`src/rtl/dma_axi_addr_chan.sv`:
```
// dma_axi_addr_chan: AXI AR/AW address issuer for the DMA streamer.
// Queues burst requests, caps outstanding bursts, flags response errors.
module dma_axi_addr_chan #(
  parameter int CHANNEL         = 0,
  parameter int ADDR_WIDTH      = 32,
  parameter int FIFO_DEPTH      = 4,
  parameter int MAX_OUTSTANDING = 8
) (
  input  logic                  clk,
  input  logic                  rst,
  input  logic                  req_valid_i,
  output logic                  req_ready_o,
  input  logic [ADDR_WIDTH-1:0] req_addr_i,
  input  logic [7:0]            req_alen_i,
  input  logic [2:0]            req_size_i,
  input  logic                  req_mode_i,
  input  logic                  abort_i,
  output logic                  ax_valid_o,
  input  logic                  ax_ready_i,
  output logic [ADDR_WIDTH-1:0] ax_addr_o,
  output logic [7:0]            ax_len_o,
  output logic [2:0]            ax_size_o,
  output logic [1:0]            ax_burst_o,
  input  logic                  cpl_valid_i,
  input  logic [1:0]            cpl_resp_i,
  input  logic                  err_clr_i,
  output logic [1:0]            err_o,
  output logic [7:0]            outstanding_o,
  output logic                  idle_o
);

  localparam int PW = $clog2(FIFO_DEPTH);
  localparam int EW = ADDR_WIDTH + 12;
  localparam logic [PW:0] FD_C = (PW+1)'(FIFO_DEPTH);
  localparam logic [7:0] MAX_C = 8'(MAX_OUTSTANDING);

  if (FIFO_DEPTH < 2 ||
      (FIFO_DEPTH & (FIFO_DEPTH - 1)) != 0 ||
      MAX_OUTSTANDING < 1 ||
      MAX_OUTSTANDING > 255 ||
      CHANNEL < 0 || CHANNEL > 1) begin : g_param_chk
    $error("dma_axi_addr_chan: bad parameter");
  end

  logic [EW-1:0] mem_q [FIFO_DEPTH];
  logic [PW-1:0] wptr_q, rptr_q;
  logic [PW:0]   fcnt_q;

  logic                  ax_valid_q;
  logic [ADDR_WIDTH-1:0] ax_addr_q;
  logic [7:0]            ax_len_q;
  logic [2:0]            ax_size_q;
  logic [1:0]            ax_burst_q;

  logic [7:0] cnt_q, cnt_d;
  logic [1:0] err_q, err_d;

  logic full, empty, push, load, reg_free, dec;
  logic [1:0] err_new;
  logic [EW-1:0] head;
  logic unused_resp;

  assign unused_resp = cpl_resp_i[0];

  assign full     = (fcnt_q == FD_C);
  assign empty    = (fcnt_q == '0);
  assign reg_free = !ax_valid_q || ax_ready_i;
  assign push     = req_valid_i && req_ready_o;
  assign load     = reg_free && !empty &&
                    (cnt_q < MAX_C) && !abort_i;
  assign head     = mem_q[rptr_q];

  assign req_ready_o   = !full && !abort_i;
  assign ax_valid_o    = ax_valid_q;
  assign ax_addr_o     = ax_addr_q;
  assign ax_len_o      = ax_len_q;
  assign ax_size_o     = ax_size_q;
  assign ax_burst_o    = ax_burst_q;
  assign err_o         = err_q;
  assign outstanding_o = cnt_q;
  assign idle_o        = empty && (cnt_q == '0);

  // Next outstanding count and sticky errors; a stray completion never underflows.
  always_comb begin
    dec     = cpl_valid_i && (cnt_q != '0);
    cnt_d   = cnt_q + 8'(load) - 8'(dec);
    err_new = {cpl_valid_i && (cnt_q == '0),
               cpl_valid_i && cpl_resp_i[1]};
    err_d   = (err_clr_i ? 2'b00 : err_q) | err_new;
  end

  // Request FIFO storage; contents need no reset.
  always_ff @(posedge clk) begin
    if (push) mem_q[wptr_q] <= {req_addr_i, req_alen_i,
                                req_size_i, req_mode_i};
  end

  // FIFO pointers and fill level; abort flushes everything at once.
  always_ff @(posedge clk) begin
    if (!rst || abort_i) begin
      wptr_q <= '0;
      rptr_q <= '0;
      fcnt_q <= '0;
    end else begin
      if (push) wptr_q <= wptr_q + 1'b1;
      if (load) rptr_q <= rptr_q + 1'b1;
      fcnt_q <= fcnt_q + (PW+1)'(push) - (PW+1)'(load);
    end
  end

  // Output register: holds a beat until accepted, reloads back to back.
  always_ff @(posedge clk) begin
    if (!rst) begin
      ax_valid_q <= 1'b0;
      ax_addr_q  <= '0;
      ax_len_q   <= '0;
      ax_size_q  <= '0;
      ax_burst_q <= 2'b01;
    end else if (load) begin
      ax_valid_q <= 1'b1;
      ax_addr_q  <= head[EW-1:12];
      ax_len_q   <= head[11:4];
      ax_size_q  <= head[3:1];
      ax_burst_q <= head[0] ? 2'b00 : 2'b01;
    end else if (ax_ready_i) begin
      ax_valid_q <= 1'b0;
    end
  end

  // Outstanding burst counter and sticky error flags.
  always_ff @(posedge clk) begin
    if (!rst) begin
      cnt_q <= '0;
      err_q <= '0;
    end else begin
      cnt_q <= cnt_d;
      err_q <= err_d;
    end
  end

endmodule

```
`config.mk`:
```
export PLATFORM = sky130hd
export DESIGN_NAME = dma_axi_addr_chan
export DESIGN_NICKNAME = d
export VERILOG_FILES = /design/src/rtl/dma_axi_addr_chan.sv
export SDC_FILE = /design/constraint.sdc
export NUM_CORES = 1
export LEC_CHECK = 0
export CAP_MARGIN = 15
export CELL_PAD_IN_SITES_DETAIL_PLACEMENT = 1
export CELL_PAD_IN_SITES_GLOBAL_PLACEMENT = 1
export CORE_ASPECT_RATIO = 0.5
export CORE_MARGIN = 2
export CORE_UTILIZATION = 50
export DETAILED_ROUTE_END_ITERATION = 10
export GPL_ROUTABILITY_DRIVEN = 0
export PLACE_DENSITY = 0.94
export SLEW_MARGIN = 20
export SYNTH_ARGS = -nofsm -noshare
export SYNTH_HDL_FRONTEND = slang
export SYNTH_SLANG_ARGS = --single-unit
```
`constraint.sdc`:
```
create_clock -name clk -period 4.65 [get_ports clk]
set_clock_uncertainty 0.15 [all_clocks]
set_input_delay 0.6975 -clock clk [delete_from_list [all_inputs] [get_ports clk]]
set_output_delay 0.6975 -clock clk [all_outputs]
set_load 0.05 [all_outputs]
```
==> results.json <==
{
  "start_util": 0.517,
  "fin_hold_ws_ns": 0.311,
  "cts_tree": "built",
  "ys_seq_area_frac": 0.722,
  "arrival_ns": 3.83,
  "cp_top_family": "buffers and inverters",
  "worst-path-stages": 13,
  "synth_largest_area_cell": "edfxtp_1",
  "synth-seq-cells": 240,
  "cts_buffer_depth": 3,
  "power_density_mw_per_mm2": 452,
  "area_delta_synth_final_pct": 22.6,
  "leakagePower_nw": 3.62,
  "grt_first_pass_wirelength_um": 36500,
  "wl_per_cell_um": 25.9,
  "worstPathMaxFanout": 28,
  "drt-total-wl_um": 23900,
  "numCtsBuffers": 21,
  "antenna_found_initial": 0,
  "setup_viol": 0,
  "synthesis.nets": 633,
  "yosys_warnings": 0,
  "fin_util": 0.633,
  "cts_resized": 0,
  "r2r-start": "outstanding_o[5]$_SDFF_PN0_",
  "period_needed_ns": 3.54,
  "layout.nets": 746,
  "synth_edf_count": 176,
  "grt_pass1_vias": 5884,
  "vias": 5297,
  "cp_slowest_stage_delay_ns": 0.57,
  "crit_chain": "clkdlybuf4s50_1 > nor2_1 > nand4_2 > buf_4 > nand3_1 > nand2_1 > ha_1 > inv_1 > fa_1 > nor2b_1 > o311ai_0 > a2111oi_0 > nand3b_1",
  "fp.dieH_um": 99.4,
  "clk_pin_slew_ns": 0.07,
  "hold_viol": 0,
  "grt_max_degree": 48,
  "hold_class": "flop to flop",
  "antenna_cells": 0,
  "rsz0062_at_grt": "false",
  "fmax_mhz": 282,
  "crit_type": "primary input to flop",
  "die-area_mm2": 0.0194,
  "crit_required_ns": 4.94,
  "row_count": 34,
  "ff2ff_path_depth": 14,
  "synth.avg_cell_area_um2": 16.2,
  "holdBufCountCts": 0,
  "finalCritPeriodShare": 0.762,
  "avgViaCountPerCell": 5.73,
  "portBuffers": 108,
  "nFillCells": 1585,
  "tightestPinTransition_ns": 0.920,
  "cts_sinks": 240,
  "ys_top_cells_by_area": "edfxtp_1 (58%), dfxtp_1 (14%), mux4_2 (11%)",
  "yosysUniqueCellTypes": 43,
  "clockRootBuffer": "clkbuf_16",
  "rr_endpoint": "outstanding_o[6]$_SDFF_PN0_",
  "drive_gt1_frac": 0.146,
  "ys_async_sr_fraction": 0,
  "tns_ns": 0,
  "crit_path_start": "abort_i",
  "status": "completed",
  "htreeDepth": 1,
  "r2r_setup_slack_ns": 1.14,
  "endpoint": "outstanding_o[6]$_SDFF_PN0_",
  "cts_setup_buffers": 0,
  "drc_errors": 0,
  "synth_common_cells": "edfxtp_1 (176), nand2_1 (94), dfxtp_1 (64), a21oi_1 (49), mux4_2 (44)",
  "ant_nets": 0,
  "grt_overflow_total": 0,
  "post-synth-top-area-fraction": 0.581,
  "synthCells": 563,
  "dp_cells": 887,
  "endpoint_kind": "flop",
  "slew_headroom": 0.386,
  "clk_latency_ns": 0.51,
  "drtIter0Drc": 386,
  "peakVddDrop_uv": 313,
  "cp_slowest_cell": "clkdlybuf4s50_1",
  "yosysMostFrequentCell": "edfxtp_1",
  "start_kind": "primary input",
  "die_w_um": 195,
  "grt_util_all_layers": 0.255,
  "synth_ff_type": "edfxtp_1",
  "layoutNonFillerInstCount": 925,
  "core_mm2": 0.0176,
  "max-cap-violations": 0,
  "hpwl_um": 13600,
  "drt-pass1-iter-count": 5,
  "syn_area_mm2": 0.00910,
  "ios": 111,
  "critPathBufInv": 3,
  "slew_violations": 0
}
flip-flops by register name (all words and copies together), names as in the netlist, 2 cells and up, named ones only:
| signal | count |
|---|---|
| err_o | 2 |
| mem_q | 176 |
| ax_addr_o | 32 |
| wptr_q | 2 |
| rptr_q | 2 |
| ax_size_o | 3 |
| ax_len_o | 8 |
| fcnt_q | 3 |
| outstanding_o | 8 |
layer usage:
metal | track usage | part of all wire | vias up
li1 | - | - | 2316
met1 | 0.321 | 0.41 | 2776
met2 | 0.466 | 0.52 | 169
met3 | 0.0417 | 0.046 | 36
met4 | 0.0693 | 0.021 | 0
met5 | 0 | 0 | -
logic make-up after synthesis:
logic type | after synthesis | share of synthesized area
flip-flops | 240 | 0.722
AND/OR/NAND/NOR | 147 | 0.0717
AO/OA/AOI/OAI | 64 | 0.0395
multiplexers | 46 | 0.111
buffers and inverters | 43 | 0.0257
adder cells (fa/ha/maj) | 17 | 0.0250
XOR/XNOR | 5 | 0.00481
other | 1 | 0.000412
cell usage in the layout (no fill, tap or decap), drive strengths merged, types with 2 or more instances in the layout:
master         instances
mux4                  44
o21ai                  3
mux2i                  2
o311ai                 2
nand3                  4
and2                   8
clkinv                 7
a21oi                 50
clkinvlp               3
dfxtp                 64
a31o                   2
nand2b                 8
nand4                  3
edfxtp               176
and3                   2
buf                    9
nand2                 94
fa                     2
clkdlybuf4s50        108
clkbuf                22
nor2                  18
nor2b                  4
inv                   18
bufinv                 4
ha                    15
xnor2                  4
power breakdown:
part	internal (mW)	leakage, nW	switching, mW
Combinational	0.293	1.15	0.454
Clock	1.07	0.352	0.815
Sequential	2.36	2.12	0.0455
Total	3.73	3.62	1.31
tightest hold or removal path: cells and delay by family, from the launching register on:
kind | cells | cell delay [ns]
and+or+nand+nor | 1 | 0.05
DFF | 1 | 0.31
AOI/OAI and AO/OA | 1 | 0.05
per-stage QoR:
step	instance area (µm²)	setup slack (ns)	power, mW
2_1_floorplan	9100	1.52	2.94
6_report	11200	1.11	5.04
3_3_place_gp	10400	0.800	3.14
3_5_place_dp	10400	0.620	3.19
5_1_grt	11200	0.824	5.22
4_1_cts	11200	1.10	5.07
worst min path at each step:
stage / start / to / slack, ns / cells past startpoint
final: ax_addr_o[17]$_SDFFE_PN0P_ / ax_addr_o[17]$_SDFFE_PN0P_ / 0.31 / 2
after global routing: ax_addr_o[17]$_SDFFE_PN0P_ / ax_addr_o[17]$_SDFFE_PN0P_ / 0.33 / 2
after CTS: ax_addr_o[16]$_SDFFE_PN0P_ / ax_addr_o[16]$_SDFFE_PN0P_ / 0.32 / 2
after detailed placement: ax_addr_o[5]$_SDFFE_PN0P_ / ax_addr_o[5]$_SDFFE_PN0P_ / 0.31 / 2
after global placement: ax_addr_o[7]$_SDFFE_PN0P_ / ax_addr_o[7]$_SDFFE_PN0P_ / 0.29 / 2
after floorplan: wptr_q[1]$_SDFFE_PP0P_ / wptr_q[1]$_SDFFE_PP0P_ / 0.36 / 2
cell type report:
cell class                      count  area [µm²]  area share
Clock buffer                       22         539      0.0483
Clock inverter                     16         191      0.0172
Inverter                           16        60.1     0.00538
Multi-Input combinational cell    280        2300       0.206
Sequential cell                   240        6570       0.589
Tap cell                          234         293      0.0262
Timing Repair Buffer              117        1200       0.107
Note: power is estimated with default switching activity, not from simulation.
